--- src/rtl/fifo_buffer_acc_pkg.sv ---
// Shared definitions for the accumulator partial-sum FIFO: default geometry
// and the per-cycle operation encoding used to steer the occupancy counter.
package fifo_buffer_acc_pkg;

   localparam int DefDataWidth   = 32;
   localparam int DefBufferWidth = 2;
   localparam int DefBufferSize  = 4;

   // What the FIFO does on a given edge, from the accepted push/pop strobes.
   typedef enum logic [1:0] {
      OP_IDLE = 2'b00,
      OP_PUSH = 2'b01,
      OP_POP  = 2'b10,
      OP_BOTH = 2'b11
   } fifo_op_e;

   function automatic fifo_op_e decode_op(input logic do_push, input logic do_pop);
      return fifo_op_e'({do_pop, do_push});
   endfunction

endpackage

--- src/rtl/fifo_buffer_acc_if.sv ---
// Producer/consumer bus of the accumulator FIFO. The master drives the
// push/pop requests and write data; the slave (the FIFO) returns the flags
// and the registered read word.
interface fifo_buffer_acc_if
   import fifo_buffer_acc_pkg::*;
#(
   parameter int DataWidth = DefDataWidth
);

   logic                 Push;
   logic                 Pop;
   logic [DataWidth-1:0] DataIn;
   logic                 Empty;
   logic                 Full;
   logic [DataWidth-1:0] DataOut;

   modport master (
      output Push,
      output Pop,
      output DataIn,
      input  Empty,
      input  Full,
      input  DataOut
   );

   modport slave (
      input  Push,
      input  Pop,
      input  DataIn,
      output Empty,
      output Full,
      output DataOut
   );

endinterface

--- src/rtl/fifo_buffer_acc_mem.sv ---
// One-write/one-read register array backing the FIFO. Writes land on the
// rising edge; the read port is combinational so the top level can capture
// the addressed word into its own output register in the same cycle.
module fifo_buffer_acc_mem
   import fifo_buffer_acc_pkg::*;
#(
   parameter int DataWidth = DefDataWidth,
   parameter int AddrWidth = DefBufferWidth,
   parameter int Depth     = DefBufferSize
) (
   input  logic                 clk,
   input  logic                 wr_en_i,
   input  logic [AddrWidth-1:0] wr_addr_i,
   input  logic [DataWidth-1:0] wr_data_i,
   input  logic [AddrWidth-1:0] rd_addr_i,
   output logic [DataWidth-1:0] rd_data_o
);

   // Contents are deliberately not reset: stale words are never visible
   // because the pointers and count gate every read.
   logic [DataWidth-1:0] mem_q [Depth];

   // Store the incoming word at the write address when enabled.
   always_ff @(posedge clk) begin
      if (wr_en_i) begin
         mem_q[wr_addr_i] <= wr_data_i;
      end
   end

   assign rd_data_o = mem_q[rd_addr_i];

endmodule

--- src/rtl/fifo_buffer_acc.sv ---
// Single-clock FIFO queueing accumulator partial sums. Holds the read/write
// pointers, occupancy count, registered Empty/Full flags and the DataOut
// register; the storage itself lives in fifo_buffer_acc_mem.
module fifo_buffer_acc
   import fifo_buffer_acc_pkg::*;
#(
   parameter int DataWidth   = DefDataWidth,
   parameter int BufferWidth = DefBufferWidth,
   parameter int BufferSize  = DefBufferSize
) (
   input  logic               clk,
   input  logic               aclr,
   fifo_buffer_acc_if.slave   bus
);

   localparam int                    CntWidth = BufferWidth + 1;
   localparam logic [CntWidth-1:0]   CntFull  = CntWidth'(BufferSize);
   localparam logic [CntWidth-1:0]   CntOne   = CntWidth'(1);

   logic [BufferWidth-1:0] wr_ptr_q,   wr_ptr_d;
   logic [BufferWidth-1:0] rd_ptr_q,   rd_ptr_d;
   logic [CntWidth-1:0]    count_q,    count_d;
   logic [DataWidth-1:0]   data_out_q, data_out_d;
   logic                   empty_q,    empty_d;
   logic                   full_q,     full_d;

   logic                   do_push;
   logic                   do_pop;
   logic [DataWidth-1:0]   mem_rd_data;
   fifo_op_e               op;

   // A pop only succeeds with data present; a push into a full FIFO only
   // succeeds when a simultaneous pop frees the oldest slot. Because pop is
   // gated by Empty, push+pop on an empty FIFO never bypasses.
   assign do_pop  = bus.Pop & ~empty_q;
   assign do_push = bus.Push & (~full_q | do_pop);
   assign op      = decode_op(do_push, do_pop);

   fifo_buffer_acc_mem #(
      .DataWidth (DataWidth),
      .AddrWidth (BufferWidth),
      .Depth     (BufferSize)
   ) u_mem (
      .clk       (clk),
      .wr_en_i   (do_push),
      .wr_addr_i (wr_ptr_q),
      .wr_data_i (bus.DataIn),
      .rd_addr_i (rd_ptr_q),
      .rd_data_o (mem_rd_data)
   );

   // Next-state for pointers, occupancy, flags and the output word.
   always_comb begin
      wr_ptr_d   = wr_ptr_q;
      rd_ptr_d   = rd_ptr_q;
      count_d    = count_q;
      data_out_d = data_out_q;

      if (do_push) begin
         wr_ptr_d = BufferWidth'(wr_ptr_q + 1'b1);
      end
      if (do_pop) begin
         rd_ptr_d   = BufferWidth'(rd_ptr_q + 1'b1);
         data_out_d = mem_rd_data;
      end

      case (op)
         OP_PUSH: count_d = count_q + CntOne;
         OP_POP:  count_d = count_q - CntOne;
         default: count_d = count_q;
      endcase

      // Flags are registered from the next count so they change cleanly
      // on the same edge as the count itself.
      empty_d = (count_d == '0);
      full_d  = (count_d == CntFull);
   end

   // State update; reset discards all queued data but leaves storage as is.
   always_ff @(posedge clk) begin
      if (aclr) begin
         wr_ptr_q   <= '0;
         rd_ptr_q   <= '0;
         count_q    <= '0;
         data_out_q <= '0;
         empty_q    <= 1'b1;
         full_q     <= 1'b0;
      end else begin
         wr_ptr_q   <= wr_ptr_d;
         rd_ptr_q   <= rd_ptr_d;
         count_q    <= count_d;
         data_out_q <= data_out_d;
         empty_q    <= empty_d;
         full_q     <= full_d;
      end
   end

   assign bus.DataOut = data_out_q;
   assign bus.Empty   = empty_q;
   assign bus.Full    = full_q;

endmodule

--- src/flat_wrapper.sv ---
// flat-port wrapper written by rule: the top's interface ports become plain ports
module fifo_buffer_acc_flat import fifo_buffer_acc_pkg::*;
#(
   parameter int DataWidth   = DefDataWidth,
   parameter int BufferWidth = DefBufferWidth,
   parameter int BufferSize  = DefBufferSize
)
  (clk, aclr, bus_Push, bus_Pop, bus_DataIn, bus_Empty, bus_Full, bus_DataOut);
  fifo_buffer_acc_if #(.DataWidth(DataWidth)) bus_i ();
  input  logic clk;
  input  logic aclr;
  input wire logic [$bits(bus_i.Push)-1:0] bus_Push;
  input wire logic [$bits(bus_i.Pop)-1:0] bus_Pop;
  input wire logic [$bits(bus_i.DataIn)-1:0] bus_DataIn;
  output wire logic [$bits(bus_i.Empty)-1:0] bus_Empty;
  output wire logic [$bits(bus_i.Full)-1:0] bus_Full;
  output wire logic [$bits(bus_i.DataOut)-1:0] bus_DataOut;
  assign bus_i.Push = bus_Push;
  assign bus_i.Pop = bus_Pop;
  assign bus_i.DataIn = bus_DataIn;
  assign bus_Empty = bus_i.Empty;
  assign bus_Full = bus_i.Full;
  assign bus_DataOut = bus_i.DataOut;
  fifo_buffer_acc #(.DataWidth(DataWidth), .BufferWidth(BufferWidth), .BufferSize(BufferSize)) u_core (.clk(clk), .aclr(aclr), .bus(bus_i));
endmodule
--- config.mk ---
export PLATFORM = sky130hd
export DESIGN_NAME = fifo_buffer_acc_flat
export DESIGN_NICKNAME = d
export VERILOG_FILES = /design/src/rtl/fifo_buffer_acc_pkg.sv /design/src/rtl/fifo_buffer_acc_if.sv /design/src/rtl/fifo_buffer_acc_mem.sv /design/src/rtl/fifo_buffer_acc.sv /design/src/flat_wrapper.sv
export SDC_FILE = /design/constraint.sdc
export NUM_CORES = 1
export LEC_CHECK = 0
export CAP_MARGIN = 20
export CORE_ASPECT_RATIO = 2
export CORE_UTILIZATION = 56
export DETAILED_ROUTE_END_ITERATION = 6
export DONT_BUFFER_PORTS = 1
export PLACE_DENSITY = 0.74
export SLEW_MARGIN = 20
export SYNTH_ARGS = -nofsm -noshare
export SYNTH_HDL_FRONTEND = slang
export SYNTH_SLANG_ARGS = --single-unit
--- constraint.sdc ---
create_clock -name clk -period 2.7 [get_ports clk]
set_clock_uncertainty 0.05 [all_clocks]
set_input_delay 0.675 -clock clk [delete_from_list [all_inputs] [get_ports clk]]
set_output_delay 0.675 -clock clk [all_outputs]
set_load 0.005 [all_outputs]
==> impl_metrics.env, run 1 <==
export IMPL_multiInputGateArea_mm2=0.001423
export IMPL_cts_buffers=17
export IMPL_clk_path_buf_depth=2
export IMPL_vias=3042
export IMPL_max_slew_margin=0.6058
export IMPL_reg2regPathDepth=8
export IMPL_yosys_warnings=0
export IMPL_total_power_mw=6.390
export IMPL_tightest_slew_ns=0.5913
export IMPL_worstSetupPathType="flop to flop"
export IMPL_r2r_setup_slack_ns=0.47
export IMPL_drt_iter0_markers=159
export IMPL_io_pins=70
export IMPL_required_ns=2.94
export IMPL_post_cts_buffers=0
export IMPL_crit_chain="nor2b_1, o21a_1, inv_1, ha_1, fa_1, xnor2_1, or4_1, o311a_1"
export IMPL_pwr_density_cell_mw_per_mm2=912.2
export IMPL_p_leak_nw=2.573
export IMPL_synth_enable_flop_cells=128
export IMPL_crit_slowest_cell="or4_1"
export IMPL_worstPathArrival_ns=2.46
export IMPL_drt_pass1_iter_count=4
export IMPL_min_delay_start="aclr"
export IMPL_r2r_start="u_core.bus.Empty$_SDFF_PP1_"
export IMPL_fin_nets=415
export IMPL_vias_per_cell=5.783
export IMPL_fp_coreArea_mm2=0.01081
export IMPL_first_global_vias=3180
export IMPL_max_stage_delay_ns=0.47
export IMPL_seq_area_frac_synth=0.7527
export IMPL_tns_ns=0
export IMPL_finalSetupViolCount=0
export IMPL_hold_depth=1
export IMPL_final_antenna_net_count=0
export IMPL_yosys_register_bits=169
export IMPL_overflow=0
export IMPL_fillCellCount=774
export IMPL_ys_async_sr_fraction=0
export IMPL_syn_area_per_cell_um2=16.98
export IMPL_synth_distinct_cells=31
export IMPL_ctsHoldBuffers=0
export IMPL_critPathMaxFanout=5
export IMPL_grt_usage=0.1891
export IMPL_report_final_slew_viol_count=0
export IMPL_start_kind="flop"
export IMPL_status="finished clean"
export IMPL_min_period_ns=2.225
export IMPL_hold_violations=0
export IMPL_synth_cells=365
export IMPL_synthFlopType="edfxtp_1"
export IMPL_grt_pass1_wl_mm=15.90
export IMPL_max_freq_mhz=449.4
export IMPL_drc=0
export IMPL_cts_root_buf="clkbuf_16"
export IMPL_detail_route_wl_per_cell_um=19.25
export IMPL_io_buffers=0
export IMPL_cts_sinks=169
export IMPL_drive_gt1_frac=0.1166
export IMPL_hp_class="primary input to flop"
export IMPL_hpwlAfterDp_mm=5.832
export IMPL_synth_area_leaders="edfxtp_1 (62%), dfxtp_1 (13%), mux2i_1 (11%)"
export IMPL_rows=54
export IMPL_dieArea_mm2=0.01152
export IMPL_cts_tree="done"
export IMPL_start_util=0.5733
export IMPL_final_setup_worst_slack_ns=0.4746
export IMPL_clk_latency_ns=0.41
export IMPL_htreeDepth=4
export IMPL_holdPathEnd="u_core.rd_ptr_q[0]$_SDFFE_PP0P_"
export IMPL_syn_cell_area_mm2=0.006197
export IMPL_peakVddDrop_uv=574.9
export IMPL_rsz0062_at_grt="false"
export IMPL_wl_mm=10.13
export IMPL_grt_max_degree=35
export IMPL_die_h_um=150.8
export IMPL_seq_area_mm2=0.004668
export IMPL_cts_resized=0
export IMPL_grt_antenna_before_repair=0
export IMPL_diodes=0
export IMPL_cap_viol_max_count=0
export IMPL_syn_nets=407
export IMPL_place_ws_ns=0.1589
export IMPL_cts_clk_slew_worst_paths_ns=0.06
export IMPL_post_route_period_util=0.8242
export IMPL_fin_util=0.6480
export IMPL_areaGrowthSynthToFinish_pct=13.04
export IMPL_gp_congestion=0.7241
export IMPL_dieWidth_um=76.39
export IMPL_endpoint_kind="flop"
export IMPL_r2r_end="u_core.bus.Empty$_SDFF_PP1_"
export IMPL_yosys_area_top_type="edfxtp_1"
export IMPL_synth_top_area_share=0.6202
==> Yosys cell counts, drive strengths merged (2+ instances only) <==
master / instances
a21o: 31
a21oi: 2
and2: 4
buf: 10
clkbuf: 11
dfxtp: 41
edfxtp: 128
ha: 5
inv: 4
mux2i: 66
nand2: 2
nand2b: 2
nor2: 10
nor2b: 2
o22ai: 31
xnor2: 2
xor2: 2
==> metrics by stage <==
step / hold slack [ns] / instance area, um^2 / instances
after floorplan: 0.4009 / 6197 / 365
after global placement: 0.4160 / 6419 / 494
after detailed placement: 0.4206 / 6419 / 494
after CTS: 0.2678 / 7005 / 526
after global routing: 0.2615 / 7005 / 526
final: 0.2794 / 7005 / 526
==> critical path: cells and delay by family, from the launching register on <==
kind	cells	cell delay [ns]
xor+xnor	1	0.16
compound gates	2	0.29
buf+inv	1	0.05
simple gates	2	0.63
fa+ha+maj	2	0.59
flops	1	0.35
==> registers in the layout, summed over array words and instances (netlist names) <==
signal              flops
u_core.count_q          3
u_core.u_mem.mem_q    128
u_core.bus.Empty        1
u_core.bus.DataOut     32
u_core.rd_ptr_q         2
u_core.wr_ptr_q         2
u_core.bus.Full         1
==> cell usage in the layout (no fill, tap or decap), types with 2 or more instances in the layout <==
| master | n |
|---|---|
| nand2_1 | 2 |
| nor2b_1 | 2 |
| mux2i_1 | 66 |
| a21oi_1 | 2 |
| clkinv_2 | 2 |
| clkinv_1 | 2 |
| o22ai_1 | 31 |
| inv_1 | 4 |
| dfxtp_1 | 40 |
| nor2_1 | 9 |
| clkbuf_1 | 3 |
| and2_2 | 4 |
| ha_1 | 5 |
| clkinv_4 | 3 |
| buf_12 | 5 |
| xnor2_1 | 2 |
| buf_4 | 5 |
| edfxtp_1 | 128 |
| clkbuf_16 | 17 |
| nand2b_1 | 2 |
| a21o_1 | 31 |
| xor2_1 | 2 |
| bufinv_16 | 3 |
==> worst max path at each step <==
stage	start	end	slack [ns]	cells after the start
after floorplan	bus_Pop	u_core.bus.Empty$_SDFF_PP1_	0.03	8
after global placement	bus_Pop	u_core.bus.Empty$_SDFF_PP1_	0.21	8
after detailed placement	bus_Pop	u_core.bus.Empty$_SDFF_PP1_	0.16	8
after CTS	u_core.bus.Empty$_SDFF_PP1_	u_core.bus.Empty$_SDFF_PP1_	0.49	8
after global routing	u_core.bus.Empty$_SDFF_PP1_	u_core.bus.Empty$_SDFF_PP1_	0.35	8
final	u_core.bus.Empty$_SDFF_PP1_	u_core.bus.Empty$_SDFF_PP1_	0.47	8
==> final cells by class <==
type,count,area share
inverter,4,0.002143
tap,140,0.02500
multi-input combinational,171,0.2031
clock inverter,12,0.02143
timing repair buffer,10,0.01965
clock buffer,20,0.06233
sequential,169,0.6664
==> logic make-up (layout without fill, tap and decap cells) <==
| family | count (synthesis) | in the layout | share of synthesized area |
|---|---|---|---|
| compound gates | 68 | 68 | 0.07551 |
| xor+xnor | 4 | 4 | 0.005654 |
| fa+ha+maj | 6 | 6 | 0.01333 |
| buf+inv | 25 | 46 | 0.02059 |
| flops | 169 | 169 | 0.7527 |
| mux | 67 | 67 | 0.1084 |
| simple gates | 26 | 26 | 0.02383 |
==> routing by layer <==
| metal | routed length (um) | track usage | up-vias |
|---|---|---|---|
| li1 | - | - | 1419 |
| met1 | 3850 | 0.2029 | 1501 |
| met2 | 5311 | 0.3162 | 97 |
| met3 | 632 | 0.07410 | 25 |
| met4 | 333 | 0.1096 | 0 |
| met5 | 0 | 0 | - |
==> report_power, final <==
| part | leakage (nW) | switching, mW | total (mW) | internal, mW |
|---|---|---|---|---|
| Clock | 0.283 | 0.943 | 2.40 | 1.45 |
| Combinational | 0.779 | 0.369 | 0.736 | 0.367 |
| Sequential | 1.51 | 0.197 | 3.26 | 3.06 |
| Total | 2.57 | 1.51 | 6.39 | 4.88 |
(Power assumes the default switching activity.)
==> inputs of run 2 (changes only) <==
==> constraint.sdc (replaced) <==
create_clock -name clk -period 1.9 [get_ports clk]
set_clock_uncertainty 0.05 [all_clocks]
set_input_delay 0.475 -clock clk [delete_from_list [all_inputs] [get_ports clk]]
set_output_delay 0.475 -clock clk [all_outputs]
set_load 0.005 [all_outputs]
==> run 2 against run 1 <==
  * The flow now finishes with violations (setup timing)
  * Register-to-register slack got worse by 0.61 ns
  * Combinational power increased by 67%
  * Die area unchanged
  * Utilization increased by 0.82 points
  * First-iteration DRC count increased by 17%
  * Sequential share of layout area decreased by 0.82 points
  * Routed wire length increased by 6.6%
  * Global-route usage increased by 0.87 points
  * Setup slack got worse by 0.61 ns
  * Final area increased by 1.3%
  * Power increased by 41%
==> impl_metrics.env, run 2 (synthesis gave the netlist of run 1 again) <==
export IMPL_overflow=0
export IMPL_max_freq_mhz=492.0
export IMPL_crit_slowest_cell="or4_4"
export IMPL_hpwlAfterDp_mm=6.463
export IMPL_cts_tree="done"
export IMPL_hold_depth=1
export IMPL_p_leak_nw=2.629
export IMPL_status="complete, but fails checks"
export IMPL_start_util=0.5733
export IMPL_gp_congestion=0.6637
export IMPL_vias=3118
export IMPL_pwr_density_cell_mw_per_mm2=1270
export IMPL_grt_max_degree=33
export IMPL_start_kind="flop"
export IMPL_stdcell_count=537
export IMPL_path_delay_family="simple AND/OR/NAND/NOR gates"
export IMPL_grt_usage=0.1978
export IMPL_critPathMaxFanout=3
export IMPL_hold_violations=0
export IMPL_cts_buffers=17
export IMPL_required_ns=2.15
export IMPL_placed_cells=504
export IMPL_cts_clk_slew_worst_paths_ns=0.06
export IMPL_cts_root_buf="clkbuf_16"
export IMPL_cap_viol_max_count=0
export IMPL_min_period_ns=2.032
export IMPL_cts_sinks=169
export IMPL_drt_pass1_iter_count=6
export IMPL_total_power_mw=9.012
export IMPL_io_buffers=0
export IMPL_diodes=0
export IMPL_io_pins=70
export IMPL_final_antenna_net_count=0
export IMPL_ctsHoldBuffers=0
export IMPL_largest_register="u_core.u_mem.mem_q"
export IMPL_layout_commonest_cell="edfxtp_1"
export IMPL_rsz0062_at_grt="true"
export IMPL_tns_ns=-0.2405
export IMPL_finalSetupViolCount=3
export IMPL_post_route_period_util=1.070
export IMPL_max_stage_delay_ns=0.44
export IMPL_grt_antenna_before_repair=0
export IMPL_worstPathArrival_ns=2.28
export IMPL_dieWidth_um=76.39
export IMPL_vias_per_cell=5.806
export IMPL_hp_class="primary input to flop"
export IMPL_reg2regPathDepth=8
export IMPL_dieArea_mm2=0.01152
export IMPL_crit_chain="nor2b_4, o21a_4, inv_2, ha_4, fa_2, xnor2_2, or4_4, o311a_1"
export IMPL_fin_nets=426
export IMPL_drc=0
export IMPL_detail_route_wl_per_cell_um=20.09
export IMPL_fp_coreArea_mm2=0.01081
export IMPL_clk_latency_ns=0.42
export IMPL_drive_gt1_frac=0.1688
export IMPL_drt_iter0_markers=186
export IMPL_clk_path_buf_depth=2
export IMPL_grt_pass1_wl_mm=16.29
export IMPL_place_ws_ns=-0.3941
export IMPL_largest_reg_flops=128
export IMPL_final_setup_worst_slack_ns=-0.1324
export IMPL_max_slew_margin=0.3917
export IMPL_first_global_vias=3174
export IMPL_layout_common_cells="edfxtp_1 (128), mux2i_1 (66), dfxtp_1 (39)"
export IMPL_crit_cells=8
export IMPL_endpoint_kind="flop"
export IMPL_worstSetupPathType="flop to flop"
export IMPL_path_buf_inv=1
export IMPL_areaGrowthSynthToFinish_pct=14.48
export IMPL_tightest_slew_ns=0.9103
export IMPL_htreeDepth=4
export IMPL_peakVddDrop_uv=935.1
export IMPL_wl_mm=10.79
export IMPL_die_h_um=150.8
export IMPL_report_final_slew_viol_count=0
export IMPL_rows=54
export IMPL_violations="setup timing"
[run 2: cell types whose count changed in the layout (fill, tap and decap cells not counted), sizes merged]
cell,previous run,this run
bufinv,3,1
inv,5,6
buf,10,21
clkinv,7,10
clkbuf,20,18
[run 2: final cells by class]
| cell class | count | area, um^2 |
|---|---|---|
| clock buffers | 18 | 439.2 |
| clock inverters | 14 | 123.9 |
| fillers | 761 | 3716 |
| inverters | 4 | 15.01 |
| multi-input cells | 171 | 1464 |
| flip-flops and latches | 169 | 4669 |
| well taps | 140 | 175.2 |
| repair buffers | 21 | 207.7 |
[run 2: path summary, 6_finish.rpt]
kind | from | endpoint | slack (ns)
worst max-delay path | u_core.bus.Empty$_SDFF_PP1_ | u_core.bus.Empty$_SDFF_PP1_ | -0.13
worst max register to register | u_core.bus.Empty$_SDFF_PP1_ | u_core.bus.Empty$_SDFF_PP1_ | -0.13
worst min-delay path | aclr | u_core.rd_ptr_q[0]$_SDFFE_PP0P_ | 0.06
worst min register to register | u_core.bus.DataOut[8]$_SDFFE_PP0P_ | u_core.bus.DataOut[8]$_SDFFE_PP0P_ | 0.42
[run 2: metal layers]
layer,global-route usage,up-vias,share of wire
met1,0.2022,1583,0.38
met5,0,-,0
met2,0.3577,83,0.55
li1,-,1440,-
met3,0.07651,12,0.054
met4,0.08173,0,0.015
[run 2: timing repair]
action / CTS / global route
gates resized for setup: 1 / 0
setup buffers: 1 / 0
endpoints found under the setup margin: 3 / 3
pin swaps: 5 / 0
gates cloned: 0 / 0
[run 2: worst reg2reg max path, delay by kind of cell (launching register included)]
| family | cells | cell delay (ns) |
|---|---|---|
| XOR/XNOR | 1 | 0.16 |
| flip-flops | 1 | 0.34 |
| adder cells (fa/ha/maj) | 2 | 0.50 |
| AO/OA/AOI/OAI | 2 | 0.26 |
| AND/OR/NAND/NOR | 2 | 0.56 |
| buffers and inverters | 1 | 0.04 |
[run 2: report_power, final]
part / total, mW / switching [mW] / internal, mW
Clock: 3.21 / 1.37 / 1.84
Sequential: 4.56 / 0.211 / 4.35
Combinational: 1.23 / 0.640 / 0.594
Total: 9.01 / 2.22 / 6.79
[run 2: stage by stage]
step	instance area, um^2	hold slack (ns)	utilization
6_report	7094	0.06421	0.6563
4_1_cts	7094	0.04842	0.6563
3_3_place_gp	6523	0.4094	0.6034
5_1_grt	7094	0.04705	0.6563
2_1_floorplan	6243	0.4009	-
3_5_place_dp	6523	0.4148	0.6034
